[src/rtl/fp_cmp_pkg.sv]
// Shared encodings for the FloPoCo-format comparator: exception codes,
// predicate codes and the word-width helper.
package fp_cmp_pkg;

  localparam logic [1:0] EXN_ZERO = 2'b00;
  localparam logic [1:0] EXN_NORM = 2'b01;
  localparam logic [1:0] EXN_INF  = 2'b10;
  localparam logic [1:0] EXN_NAN  = 2'b11;

  localparam logic [2:0] OP_GE = 3'b000;
  localparam logic [2:0] OP_GT = 3'b001;
  localparam logic [2:0] OP_LE = 3'b010;
  localparam logic [2:0] OP_LT = 3'b011;
  localparam logic [2:0] OP_EQ = 3'b100;
  localparam logic [2:0] OP_NE = 3'b101;

  function automatic int fp_width(input int we, input int wf);
    return we + wf + 3;
  endfunction

endpackage

[src/rtl/fp_cmp_lane.sv]
// One comparator lane: builds sign-free order keys for both operands and
// registers the magnitude compare plus the exception/sign decode (stage 1).
module fp_cmp_lane
  import fp_cmp_pkg::*;
#(
  parameter  int WE = 5,
  parameter  int WF = 11,
  localparam int W  = fp_width(WE, WF)
) (
  input  logic         clk,
  input  logic         en,
  input  logic [W-1:0] a,
  input  logic [W-1:0] b,
  output logic         nan_p1,
  output logic         sign_a_p1,
  output logic         sign_b_p1,
  output logic         zero_p1,
  output logic         key_lt_p1,
  output logic         key_eq_p1
);

  localparam int KW = WE + WF + 2;

  // Exception class sits above exp/frac, so zero < normal < inf falls out
  // of a plain unsigned compare; NaN keys are never consulted.
  function automatic logic [KW-1:0] order_key(input logic [W-1:0] x);
    case (x[W-1 -: 2])
      EXN_NORM: order_key = {2'b01, x[WE+WF-1:0]};
      EXN_INF:  order_key = {2'b10, {(KW-2){1'b0}}};
      default:  order_key = '0;
    endcase
  endfunction

  logic [KW-1:0] key_a, key_b;

  assign key_a = order_key(a);
  assign key_b = order_key(b);

  // ---- stage 1 boundary ----
  always_ff @(posedge clk) begin
    if (en) begin
      nan_p1    <= (a[W-1 -: 2] == EXN_NAN) || (b[W-1 -: 2] == EXN_NAN);
      zero_p1   <= (a[W-1 -: 2] == EXN_ZERO) && (b[W-1 -: 2] == EXN_ZERO);
      sign_a_p1 <= a[W-3];
      sign_b_p1 <= b[W-3];
      key_lt_p1 <= key_a < key_b;
      key_eq_p1 <= key_a == key_b;
    end
  end

endmodule

[src/rtl/fp_compare_pipe.sv]
// Multi-lane, two-stage FloPoCo float comparator with valid/ready handshake,
// selectable predicate, NaN-aware unordered flags and lane reductions.
module fp_compare_pipe
  import fp_cmp_pkg::*;
#(
  parameter  int WE    = 5,
  parameter  int WF    = 11,
  parameter  int LANES = 3,
  parameter  int TAG_W = 4,
  localparam int W     = fp_width(WE, WF)
) (
  input  logic               clk,
  input  logic               rst,
  input  logic               in_valid,
  output logic               in_ready,
  input  logic [2:0]         in_op,
  input  logic [LANES*W-1:0] in_a,
  input  logic [LANES*W-1:0] in_b,
  input  logic [TAG_W-1:0]   in_tag,
  output logic               out_valid,
  input  logic               out_ready,
  output logic [LANES-1:0]   out_result,
  output logic [LANES-1:0]   out_unord,
  output logic               out_all,
  output logic               out_any,
  output logic [TAG_W-1:0]   out_tag
);

  // Signed ordering from the sign-free key compare, then predicate select.
  // Reserved ops win over NaN so they always yield 0.
  function automatic logic predicate(input logic [2:0] op, input logic nan,
                                     input logic sa, input logic sb,
                                     input logic zero, input logic klt,
                                     input logic keq);
    logic lt, eq, gt;
    if (zero) begin
      lt = 1'b0;
      eq = 1'b1;
    end else if (sa != sb) begin
      lt = sa;
      eq = 1'b0;
    end else begin
      eq = keq;
      lt = sa ? (~klt & ~keq) : klt;
    end
    gt = ~lt & ~eq;
    if (op > OP_NE)   predicate = 1'b0;
    else if (nan)     predicate = (op == OP_NE);
    else begin
      case (op)
        OP_GE:   predicate = ~lt;
        OP_GT:   predicate = gt;
        OP_LE:   predicate = ~gt;
        OP_LT:   predicate = lt;
        OP_EQ:   predicate = eq;
        default: predicate = ~eq;
      endcase
    end
  endfunction

  logic en;
  logic vld_p1, vld_p2;
  logic [2:0]       op_p1;
  logic [TAG_W-1:0] tag_p1, tag_p2;
  logic [LANES-1:0] nan_p1, sign_a_p1, sign_b_p1, zero_p1, key_lt_p1, key_eq_p1;
  logic [LANES-1:0] res_s2;
  logic [LANES-1:0] result_p2, unord_p2;
  logic             all_p2, any_p2;

  assign en       = out_ready | ~vld_p2;
  assign in_ready = en;

  for (genvar i = 0; i < LANES; i++) begin : g_lane
    fp_cmp_lane #(.WE(WE), .WF(WF)) u_lane (
      .clk       (clk),
      .en        (en),
      .a         (in_a[i*W +: W]),
      .b         (in_b[i*W +: W]),
      .nan_p1    (nan_p1[i]),
      .sign_a_p1 (sign_a_p1[i]),
      .sign_b_p1 (sign_b_p1[i]),
      .zero_p1   (zero_p1[i]),
      .key_lt_p1 (key_lt_p1[i]),
      .key_eq_p1 (key_eq_p1[i])
    );
    assign res_s2[i] = predicate(op_p1, nan_p1[i], sign_a_p1[i], sign_b_p1[i],
                                 zero_p1[i], key_lt_p1[i], key_eq_p1[i]);
  end

  // ---- stage 1 boundary ----
  always_ff @(posedge clk or posedge rst) begin
    if (rst)     vld_p1 <= 1'b0;
    else if (en) vld_p1 <= in_valid;
  end

  always_ff @(posedge clk) begin
    if (en) begin
      op_p1  <= in_op;
      tag_p1 <= in_tag;
    end
  end

  // ---- stage 2 boundary ----
  always_ff @(posedge clk or posedge rst) begin
    if (rst) begin
      vld_p2    <= 1'b0;
      result_p2 <= '0;
      unord_p2  <= '0;
      all_p2    <= 1'b0;
      any_p2    <= 1'b0;
      tag_p2    <= '0;
    end else if (en) begin
      vld_p2    <= vld_p1;
      result_p2 <= res_s2;
      unord_p2  <= nan_p1;
      all_p2    <= &res_s2;
      any_p2    <= |res_s2;
      tag_p2    <= tag_p1;
    end
  end

  assign out_valid  = vld_p2;
  assign out_result = result_p2;
  assign out_unord  = unord_p2;
  assign out_all    = all_p2;
  assign out_any    = any_p2;
  assign out_tag    = tag_p2;

endmodule

[config.mk]
export PLATFORM = sky130hd
export DESIGN_NAME = fp_compare_pipe
export DESIGN_NICKNAME = d
export VERILOG_FILES = /design/src/rtl/fp_cmp_pkg.sv /design/src/rtl/fp_cmp_lane.sv /design/src/rtl/fp_compare_pipe.sv
export SDC_FILE = /design/constraint.sdc
export NUM_CORES = 1
export LEC_CHECK = 0
export CORE_MARGIN = 10
export CORE_UTILIZATION = 46
export DETAILED_ROUTE_END_ITERATION = 7
export HOLD_SLACK_MARGIN = 0.12
export PLACE_DENSITY = 0.8
export SLEW_MARGIN = 25
export SYNTH_ARGS = -nofsm -noshare
export SYNTH_HDL_FRONTEND = slang
export SYNTH_HIERARCHICAL = 1
export SYNTH_SLANG_ARGS = --single-unit
[constraint.sdc]
create_clock -name clk -period 2.39 [get_ports clk]
set_input_delay 0.478 -clock clk [delete_from_list [all_inputs] [get_ports clk]]
set_output_delay 0.478 -clock clk [all_outputs]
set_load 0.02 [all_outputs]
==> metrics.yaml, run 1 <==
synthesis:
  synth-compound-area-share_pct: 13.3
  synthAdderAreaFrac_pct: 27.7
  synth-edff-count: 25
  synth_top_family_by_area: "adder cells"
  yosysMostFrequentCell: "ha_1"
  synth_top_cell_area_share_pct: 27.7
  syn_area_per_cell_um2: 9.11
  synth_area_leaders: "ha_1 (28%), edfxtp_1 (20%), dfrtp_1 (9.2%)"
  yosys.area_share.simple_pct: 24.1
  async_flop_share_pct: 35.9
  synth_area_um2: 3800
  yosysUniqueCellTypes: 42
  synth_nets: 626
  synth-xor-area-share_pct: 0.692
  ys_seq_elements: 39
  synthFlopType: "edfxtp_1"
  yosys_warnings: 6
  synthMuxAreaShare_pct: 0.857
  ys_seq_area_share_pct: 29.0
  synth_cells: 417
  synth.top_cells.by_count: "ha_1 (84), nand2_1 (74), and3_1 (49)"
  synth.largest_area_cell: "ha_1"
sta:
  hold_viol: 0
  setup_viol: 0
  setup_ws_ps: 58.2
  rsz0062_at_grt: "false"
  min_period_over_period_pct: 97.6
  max_freq_mhz: 429
  max_slew_margin_pct: 65.9
  clock_skew_ps: 4.15
  min_period_ps: 2330
  max_slew.worst_pin.slew_ps: 511
  slew_violations: 0
detailed_routing:
  routed_via_density: 5.39
  wire_per_inst_um: 17.4
  drc: 0
  ant_nets: 0
  vias: 3769
  dr.first_iter.drc_count: 95
  first_pass_iters: 4
  drt-total-wl_mm: 12.2
grt:
  met1_usage_pct: 20.2
  use_met3_pct: 2.71
  met2_usage_pct: 38.5
  grt_max_degree: 40
  grt_util_all_layers_pct: 19.4
  grt.busiest_layer: "met2"
  grt_pass1_wl_mm: 20.4
  antenna_found_initial: 0
  overflow: 0
  grt_pass1_vias: 4327
floorplanning:
  start_util_pct: 46.7
  die_width_um: 111
  boundaryPins: 139
  rows: 33
  die_area_um2: 12300
  dieHeight_um: 111
  core-area_um2: 8130
clock_network:
  cts_root_buf: "clkbuf_8"
  clk_pin_slew_ps: 70
  insertion_delay_ps: 280
  htree_levels: 2
  tritoncts: "yes"
  cts_hold_buffers: 0
  cts_made_buffers: 5
  cts.sinks: 39
  clockBufferDepth: 2
finish:
  syn_to_final_growth_pct: 70.3
  fin_util_pct: 79.5
  drive_gt1_share_pct: 30.5
  diodes: 0
  fin_nets: 802
  ff_latch_area_um2: 1100
  multi_input_area_um2: 3280
  n_fill_cell: 570
  final_cells: 699
critical_path:
  cp-start-kind: "input port"
  crit_slowest_cell: "a2111o_1"
  cpMostUsedCell: "ha_4"
  cpLargestDelayFamily: "compound AO/OA/AOI/OAI gates"
  critPathCaptureType: "register"
  cp_max_fo: 6
  worstPathRequired_ps: 2490
  r2r-start: "op_p1[1]"
  critPathKind: "in -> reg"
  path_cells: "buf_4, inv_2, ha_4, buf_6, and3_4, ha_4, a21oi_2, o21ai_1, a2111o_1, a2111oi_2"
  critical_path.startpoint: "in_a[36]"
  cpPeakStageDelay_ps: 430
  path_buf_inv: 3
  cp.arrival_ps: 2430
placed_design:
  port_buffers: 138
  globalplace.congestion: 0.802
  pre_cts_ws_ps: -798
  dpl.cell_count: 682
  detailed_place_hpwl_mm: 9.62
worst_hold_path:
  hold_start: "tag_p1[3]"
  hp-class: "reg -> reg"
pwr:
  ir_drop_mv: 0.323
  p_leak_nw: 2.90
  power.density_nw_per_um2: 375
flow_run:
  max-cap-violations: 0
status:
  status: "completed"
metal layers:
metal  up-vias  share of wire (%)
li1       1852                  -
met1      1790                 39
met2       105                 55
met3        22                3.3
met4         0                2.5
met5         -                  0
final timing paths:
check	depth (start not counted)	slack, ps	endpoint
worst max-delay path	10	60	g_lane[1].u_lane/key_lt_p1
worst min-delay path	2	450	out_tag[3]
worst max register to register	6	550	out_any
worst min register to register	2	450	out_tag[3]
max in group asynchronous	2	1520	out_result[0]
min in group asynchronous	2	530	out_unord[1]
stage by stage:
step | hold WS, ps | setup TNS, ps | cell area (µm²) | power [mW]
3_5_place_dp | 436 | -3750 | 6080 | 1.92
6_report | 451 | 0 | 6470 | 2.43
5_1_grt | 459 | 0 | 6470 | 2.58
2_1_floorplan | 367 | -193 | 4450 | 1.43
3_3_place_gp | 430 | -3490 | 6080 | 1.87
4_1_cts | 447 | 0 | 6430 | 2.41
power breakdown:
| part | internal, mW | total [mW] | leakage (nW) | switching, mW |
|---|---|---|---|---|
| combinational | 0.615 | 1.11 | 2.43 | 0.498 |
| sequential | 0.826 | 0.890 | 0.428 | 0.0645 |
| clock | 0.205 | 0.421 | 0.0422 | 0.216 |
| total | 1.65 | 2.43 | 2.90 | 0.779 |
state kept, by name, indices dropped and copies added (netlist names):
signal,cells
g_lane.u_lane/nan_p1,3
out_all,1
out_unord,3
op_p1,3
out_tag,4
out_result,3
tag_p1,4
g_lane.u_lane/key_lt_p1,3
out_valid,1
g_lane.u_lane/zero_p1,3
vld_p1,1
g_lane.u_lane/sign_b_p1,3
g_lane.u_lane/sign_a_p1,3
g_lane.u_lane/key_eq_p1,3
out_any,1
cell type report:
type / count / share of cell area (%)
clock buffer: 7 / 1.18
clock inverter: 1 / 0.0774
inverter: 27 / 2.53
multi-input combinational: 339 / 50.8
sequential: 39 / 17.0
tap: 105 / 2.03
timing repair buffer: 181 / 26.4
what timing repair did:
item,4_1_cts,5_1_grt
buffers inserted,8,0
setup endpoints to repair,6,3
pin swaps,30,13
gates cloned,3,0
resized for setup,90,24
worst min-delay path, cell delays in order, from the launching register on:
cell      delay [ps]
edfxtp_1         320
nand2_1           40
nand2_1           50
cell families after synthesis:
kind of cell / after synthesis
simple gates: 180
fa+ha+maj: 84
compound gates: 66
buf+inv: 42
flops: 39
xor+xnor: 3
mux: 3
cell usage in the layout, fill, tap and decap left out, types with 5 or more instances in the layout:
cell / instances
clkdlybuf4s50_1: 126
ha_1: 48
nand2_1: 47
buf_4: 42
and3_1: 37
ha_4: 36
edfxtp_1: 25
nand2_4: 17
inv_1: 15
dfrtp_1: 14
nor2_1: 12
a21oi_1: 12
and3_4: 12
nand4_1: 12
nand2_2: 11
o21ai_0: 10
a21oi_2: 8
and2_4: 6
nand3_1: 6
a21o_1: 6
buf_6: 6
a211oi_2: 5
clkbuf_8: 5
inv_2: 5
(Power assumes the default switching activity.)
==> run 2, diff against run 1 <==
--- a/config.mk
+++ b/config.mk
@@ -5,7 +5,6 @@
 export SDC_FILE = /design/constraint.sdc
 export NUM_CORES = 1
 export LEC_CHECK = 0
-export CORE_MARGIN = 10
 export CORE_UTILIZATION = 46
 export DETAILED_ROUTE_END_ITERATION = 7
 export HOLD_SLACK_MARGIN = 0.12
==> run 2 against run 1 <==
Worst setup slack worse by 50 ps. Combinational power increased by 5%. Final area is 2.3% higher. Power rose by 5.6%. Routed wire length fell by 4.7%. Critical path depth up 3. Utilization is 4.8 points higher. Clock skew rose by 4.3 ps. Clock power rose by 21%. Final cell count rose by 1.1%. Largest cell class unchanged. Critical path type unchanged.
==> metrics.yaml, run 2 (synthesis results as in run 1) <==
sta:
  max_slew_margin_pct: 65.9  # about the same
  min_period_ps: 2380  # +50.2 ps
  fin_setup_tns_ps: 0  # unchanged
  whs_ps: 448  # -2.07 ps
  max_slew.worst_pin.slew_ps: 510  # -0.626 ps
  min_period_over_period_pct: 99.7  # +2.1 points
  setup_ws_ps: 7.99  # -50.2 ps
  setup_viol: 0  # unchanged
  rsz0062_at_grt: "true"
  clock_skew_ps: 8.48  # +4.33 ps
  max_freq_mhz: 420  # -2.1%
  hold_viol: 0  # unchanged
  slew_violations: 0  # unchanged
finish:
  diodes: 0  # unchanged
  final_common_cell: "clkdlybuf4s50_1"
  syn_to_final_growth_pct: 74.2
  fin_nets: 813  # +1.4%
  n_fill_cell: 456  # -20%
  layout_common_cells: "clkdlybuf4s50_1 (126), buf_4 (51), ha_1 (49)"
  drive_gt1_share_pct: 33.2  # +2.8 points
  design_area_um2: 6620  # +2.3%
detailed_routing:
  routed_via_density: 5.48  # +1.7%
  wire_per_inst_um: 16.4  # -5.8%
  drc: 0  # unchanged
  dr.first_iter.drc_count: 115  # +21%
  first_pass_iters: 4  # unchanged
  ant_nets: 0  # unchanged
  drt-total-wl_mm: 11.6  # -4.7%
  vias: 3876  # +2.8%
floorplanning:
  dieHeight_um: 92.9  # -16%
  die_area_um2: 8620  # -30%
  start_util_pct: 48.4  # +1.7 points
  boundaryPins: 139  # unchanged
  die_width_um: 92.9  # -16%
  rows: 32  # -3.0%
  core-area_um2: 7850  # -3.5%
grt:
  grt_max_degree: 40  # unchanged
  grt_util_all_layers_pct: 26.5  # +7.2 points
  overflow: 0  # unchanged
  antenna_found_initial: 0  # unchanged
  grt_pass1_wl_mm: 18.2  # -11%
  grt_pass1_vias: 4046  # -6.5%
critical_path:
  critical_path.startpoint: "in_b[56]"
  cp_max_fo: 6  # unchanged
  r2r-start: "op_p1[1]"
  worstPathRequired_ps: 2550  # +60 ps
  cpPeakStageDelay_ps: 270  # -160 ps
  reg2reg_to: "out_any"
  cp-start-kind: "input port"
  cpMostUsedCell: "buf_4"
  path_cells: "buf_4, inv_8, ha_4, and2_4, nand2_4, ha_4, nand4_1, buf_4, buf_4, buf_4, buf_4, nor2_1, and4_1"
  critPathCaptureType: "register"
  critPathKind: "in -> reg"
  crit_slowest_cell: "ha_4"
  r2r_slack_ps: 600  # +50 ps
  worstRegToRegCells: 6  # unchanged
  crit_path_end: "g_lane[2].u_lane/key_eq_p1"
  cp.arrival_ps: 2540  # +110 ps
pwr:
  p_sw_share_pct: 32.0  # -0.080 points
  total_power_mw: 2.56  # +5.6%
  p_int_mw: 1.74  # +5.7%
  netSwitchingPower_uw: 821  # +5.3%
  p_leak_nw: 2.98  # +2.6%
  power_frac_comb_pct: 45.4  # -0.5 points
  p_clk_share_pct: 19.8  # +2.4 points
  power.density_nw_per_um2: 387  # +3.2%
  sequentialPowerShare_pct: 34.8  # -1.9 points
  ir_drop_mv: 0.273  # -16%
flow_run:
  max-cap-violations: 0  # unchanged
clock_network:
  cts_made_buffers: 5  # unchanged
  clk_pin_slew_ps: 80  # about the same
  cts.sinks: 39  # unchanged
  htree_levels: 2  # unchanged
  cts_root_buf: "clkbuf_8"
  clockBufferDepth: 2  # unchanged
  insertion_delay_ps: 300  # +20 ps
  cts_hold_buffers: 0  # unchanged
  tritoncts: "yes"
placed_design:
  detailed_place_hpwl_mm: 8.24  # -14%
  port_buffers: 138  # unchanged
  pre_cts_ws_ps: -802  # -4.46 ps
  globalplace.congestion: 0.786  # -2.0%
  placement.cell_area_um2: 6070  # -0.19%
worst_hold_path:
  hold_start: "tag_p1[3]"
  hp-class: "reg -> reg"
status:
  status: "completed"
==> run 2: worst min path at each step <==
stage	to	slack (ps)	cells past startpoint
after global routing	out_tag[3]	490	2
after floorplan	out_all	370	1
final	out_tag[3]	450	2
after global placement	out_tag[3]	430	2
after detailed placement	out_tag[3]	430	2
after CTS	out_tag[3]	450	2
==> run 2: timing repair <==
action / 4_1_cts / 5_1_grt
setup buffers: 17 / 6
pin swaps: 35 / 24
endpoints found under the setup margin: 6 / 5
gates cloned: 3 / 0
resized for setup: 84 / 36
==> run 2: final cells by class <==
cell class                      instances  area (µm²)  share of cell area, %
Sequential cell                        39        1100                   16.6
Inverter                               27         161                   2.44
Clock inverter                          2        13.8                  0.208
Tap cell                              102         128                   1.93
Timing Repair Buffer                  192        1770                   26.8
Multi-Input combinational cell        339        3340                   50.5
Clock buffer                            6        93.8                   1.42
==> run 2: metrics by stage <==
stage	cells	util [%]
after floorplan	417	-
after global placement	678	77.4
after detailed placement	678	77.4
after CTS	704	82.6
after global routing	707	84.3
final	707	84.3
==> run 2: critical path: cells and delay by family <==
kind          cells  cell delay, ps
buf+inv           6             700
simple gates      5             810
fa+ha+maj         2             530
==> run 2: power by group through the flow <==
stage	registers, mW	logic [mW]	clock network (mW)
6_report	0.891	1.16	0.508
5_1_grt	0.902	1.26	0.541
4_1_cts	0.889	1.10	0.512
3_5_place_dp	0.902	1.00	0
3_3_place_gp	0.897	0.969	0
2_1_floorplan	0.936	0.491	0
==> run 2: layer usage <==
| metal | global-route usage [%] | part of all wire [%] | wire length (µm) | vias to the layer above |
|---|---|---|---|---|
| met5 | 0 | 0 | 0 | - |
| met4 | 6.41 | 1.8 | 204 | 0 |
| met3 | 4.43 | 4.6 | 528 | 23 |
| met2 | 50.1 | 54 | 6230 | 116 |
| met1 | 30.8 | 40 | 4630 | 1849 |
| li1 | - | - | - | 1888 |
==> run 3, diff against run 2 <==
--- a/config.mk
+++ b/config.mk
@@ -5,10 +5,11 @@
 export SDC_FILE = /design/constraint.sdc
 export NUM_CORES = 1
 export LEC_CHECK = 0
-export CORE_UTILIZATION = 46
+export CORE_MARGIN = 1.5
+export CORE_UTILIZATION = 49
 export DETAILED_ROUTE_END_ITERATION = 7
 export HOLD_SLACK_MARGIN = 0.12
-export PLACE_DENSITY = 0.8
+export PLACE_DENSITY = 0.85
 export SLEW_MARGIN = 25
 export SYNTH_ARGS = -nofsm -noshare
 export SYNTH_HDL_FRONTEND = slang
==> constraint.sdc (replaced) <==
create_clock -name clk -period 2.9 [get_ports clk]
set_input_delay 0.58 -clock clk [delete_from_list [all_inputs] [get_ports clk]]
set_output_delay 0.58 -clock clk [all_outputs]
set_load 0.02 [all_outputs]
==> run 3 against run 2 <==
Power shrank 26%. Clock power shrank 32%. Sequential share of layout area grew 2.1 points. Worst setup slack gained 80 ps. Global-route usage shrank 3.4 points. Sequential power shrank 18%. Non-clock buffer count shrank 10. Register-to-register slack gained 470 ps. Sequential cell count is the same. Critical endpoint is now g_lane[0].u_lane/key_lt_p1. Utilization shrank 4.6 points. Die area shrank 3.9%.
==> metrics.yaml, run 3 (synthesis results as in run 1) <==
status:
  status: "completed"
critical_path:
  r2r-start: "op_p1[1]"
  critPathKind: "in -> reg"
  critPathCaptureType: "register"
  r2r_slack_ps: 1070  # +470 ps
  reg2reg_to: "out_any"
  cp_max_fo: 11  # +5
  worstRegToRegCells: 6  # unchanged
  cp-start-kind: "input port"
  cp.arrival_ps: 2910  # +370 ps
  worstPathRequired_ps: 3000  # +450 ps
floorplanning:
  core-area_um2: 7370  # -6.1%
  boundaryPins: 139  # unchanged
  rows: 31  # -3.1%
  dieHeight_um: 91.0  # -2.0%
  die_width_um: 91.0  # -2.0%
  die_area_um2: 8290  # -3.9%
  start_util_pct: 51.5  # +3.1 points
detailed_routing:
  first_pass_iters: 4  # unchanged
  ant_nets: 0  # unchanged
  routed_via_density: 5.29  # -3.4%
  dr.first_iter.drc_count: 104  # -9.6%
  drc: 0  # unchanged
  vias: 3663  # -5.5%
  drt-total-wl_mm: 10.1  # -13%
  wire_per_inst_um: 14.6  # -11%
placed_design:
  globalplace.congestion: 0.885  # +13%
  placement.cell_area_um2: 5540  # -8.7%
  pre_cts_ws_ps: -529  # +273 ps
  detailed_place_hpwl_mm: 7.84  # -4.9%
  port_buffers: 138  # unchanged
  dpl.cell_count: 676  # -0.29%
pwr:
  power_frac_comb_pct: 43.6  # -1.8 points
  netSwitchingPower_uw: 590  # -28%
  p_sw_share_pct: 31.0  # -1.1 points
  power.density_nw_per_um2: 324  # -16%
  p_clk_share_pct: 18.0  # -1.8 points
  ir_drop_mv: 0.212  # -22%
  p_leak_nw: 2.78  # -6.6%
  sequentialPowerShare_pct: 38.4  # +3.6 points
  p_int_mw: 1.31  # -24%
sta:
  min_period_over_period_pct: 97.0
  clock_skew_ps: 7.65  # -0.838 ps
  max_slew.worst_pin.slew_ps: 506  # -3.91 ps
  max_slew_margin_pct: 66.2  # +0.26 points
  hold_viol: 0  # unchanged
  setup_viol: 0  # unchanged
  min_period_ps: 2810
  setup_ws_ps: 87.9  # +79.9 ps
  max_freq_mhz: 356
  slew_violations: 0  # unchanged
finish:
  final_cells: 692  # -2.1%
  layout_common_cells: "clkdlybuf4s50_1 (132), nand2_1 (72), ha_1 (72)"
  syn_to_final_growth_pct: 54.7
  final_common_cell: "clkdlybuf4s50_1"
  drive_gt1_share_pct: 16.0  # -17 points
  n_fill_cell: 475  # +4.2%
  diodes: 0  # unchanged
  design_area_um2: 5870  # -11%
  fin_nets: 801  # -1.5%
clock_network:
  clockBufferDepth: 2  # unchanged
  cts_hold_buffers: 0  # unchanged
  htree_levels: 2  # unchanged
  cts_root_buf: "clkbuf_8"
  clk_pin_slew_ps: 80  # about the same
  insertion_delay_ps: 290  # about the same
  tritoncts: "yes"
  cts_made_buffers: 5  # unchanged
  cts.sinks: 39  # unchanged
grt:
  grt_pass1_wl_mm: 15.9  # -13%
  antenna_found_initial: 0  # unchanged
  grt_util_all_layers_pct: 23.1  # -3.4 points
  overflow: 0  # unchanged
  grt_pass1_vias: 3778  # -6.6%
  grt_max_degree: 40  # unchanged
worst_hold_path:
  min_delay_path_depth: 2  # unchanged
  hold_end: "out_tag[2]"
  hold_start: "tag_p1[2]"
  hp-class: "reg -> reg"
flow_run:
  max-cap-violations: 0  # unchanged
[run 3: what timing repair did]
item,CTS,global route
pin swaps,6,9
cloned,1,1
gates resized for setup,15,24
buffers inserted,5,1
endpoints found under the setup margin,3,4
[run 3: through the flow]
| step | setup TNS (ps) | power, mW | util [%] | hold slack (ps) |
|---|---|---|---|---|
| after CTS | 0 | 1.88 | 78.1 | 447 |
| after detailed placement | -1480 | 1.50 | 75.2 | 437 |
| final | 0 | 1.90 | 79.7 | 448 |
| after floorplan | 0 | 1.11 | - | 422 |
| after global placement | -1180 | 1.47 | 75.2 | 428 |
| after global routing | -28.4 | 2.01 | 79.7 | 455 |
[run 3: power by group through the flow]
stage | registers, mW | logic [mW] | clock network, mW
finish | 0.731 | 0.830 | 0.344
global route | 0.742 | 0.903 | 0.365
CTS | 0.731 | 0.798 | 0.347
detailed placement | 0.742 | 0.759 | 0
global placement | 0.737 | 0.734 | 0
floorplan | 0.772 | 0.343 | 0
[run 3: routing by layer]
layer | part of all wire, % | GRT usage, % | vias to the layer above
met4 | 1.5 | 5.34 | 0
met5 | 0 | 0 | -
met3 | 3.0 | 2.09 | 19
li1 | - | - | 1855
met1 | 41 | 25.2 | 1693
met2 | 54 | 46.9 | 96
[run 3: area by class of cell]
type	instances	area [µm²]	share of cell area, %
inverter	27	101	1.73
clock inverter	3	15.0	0.256
timing repair buffer	182	1760	29.9
clock buffer	5	68.8	1.17
tap	99	124	2.11
sequential	39	1100	18.7
multi-input combinational	337	2710	46.1
[run 3: how the worst max path moves through the flow]
stage             start                    endpoint  slack [ps]  cells past startpoint
4_1_cts        in_b[18]  g_lane[0].u_lane/key_lt_p1           9                     11
6_report       in_a[17]  g_lane[0].u_lane/key_lt_p1          90                      9
2_1_floorplan  in_b[18]  g_lane[0].u_lane/key_lt_p1          20                     11
3_5_place_dp   in_a[18]  g_lane[0].u_lane/key_lt_p1        -530                      9
5_1_grt        in_b[55]  g_lane[2].u_lane/key_lt_p1         -30                     10
3_3_place_gp   in_a[18]  g_lane[0].u_lane/key_lt_p1        -460                      9
[run 3: critical path, cell delays in order]
cell and delay, ps:
clkdlybuf4s50_1 490, buf_4 140, ha_2 280, and3_1 240
ha_4 220, a211oi_1 230, nor2_1 90, a2111o_1 330
a2111oi_4 310
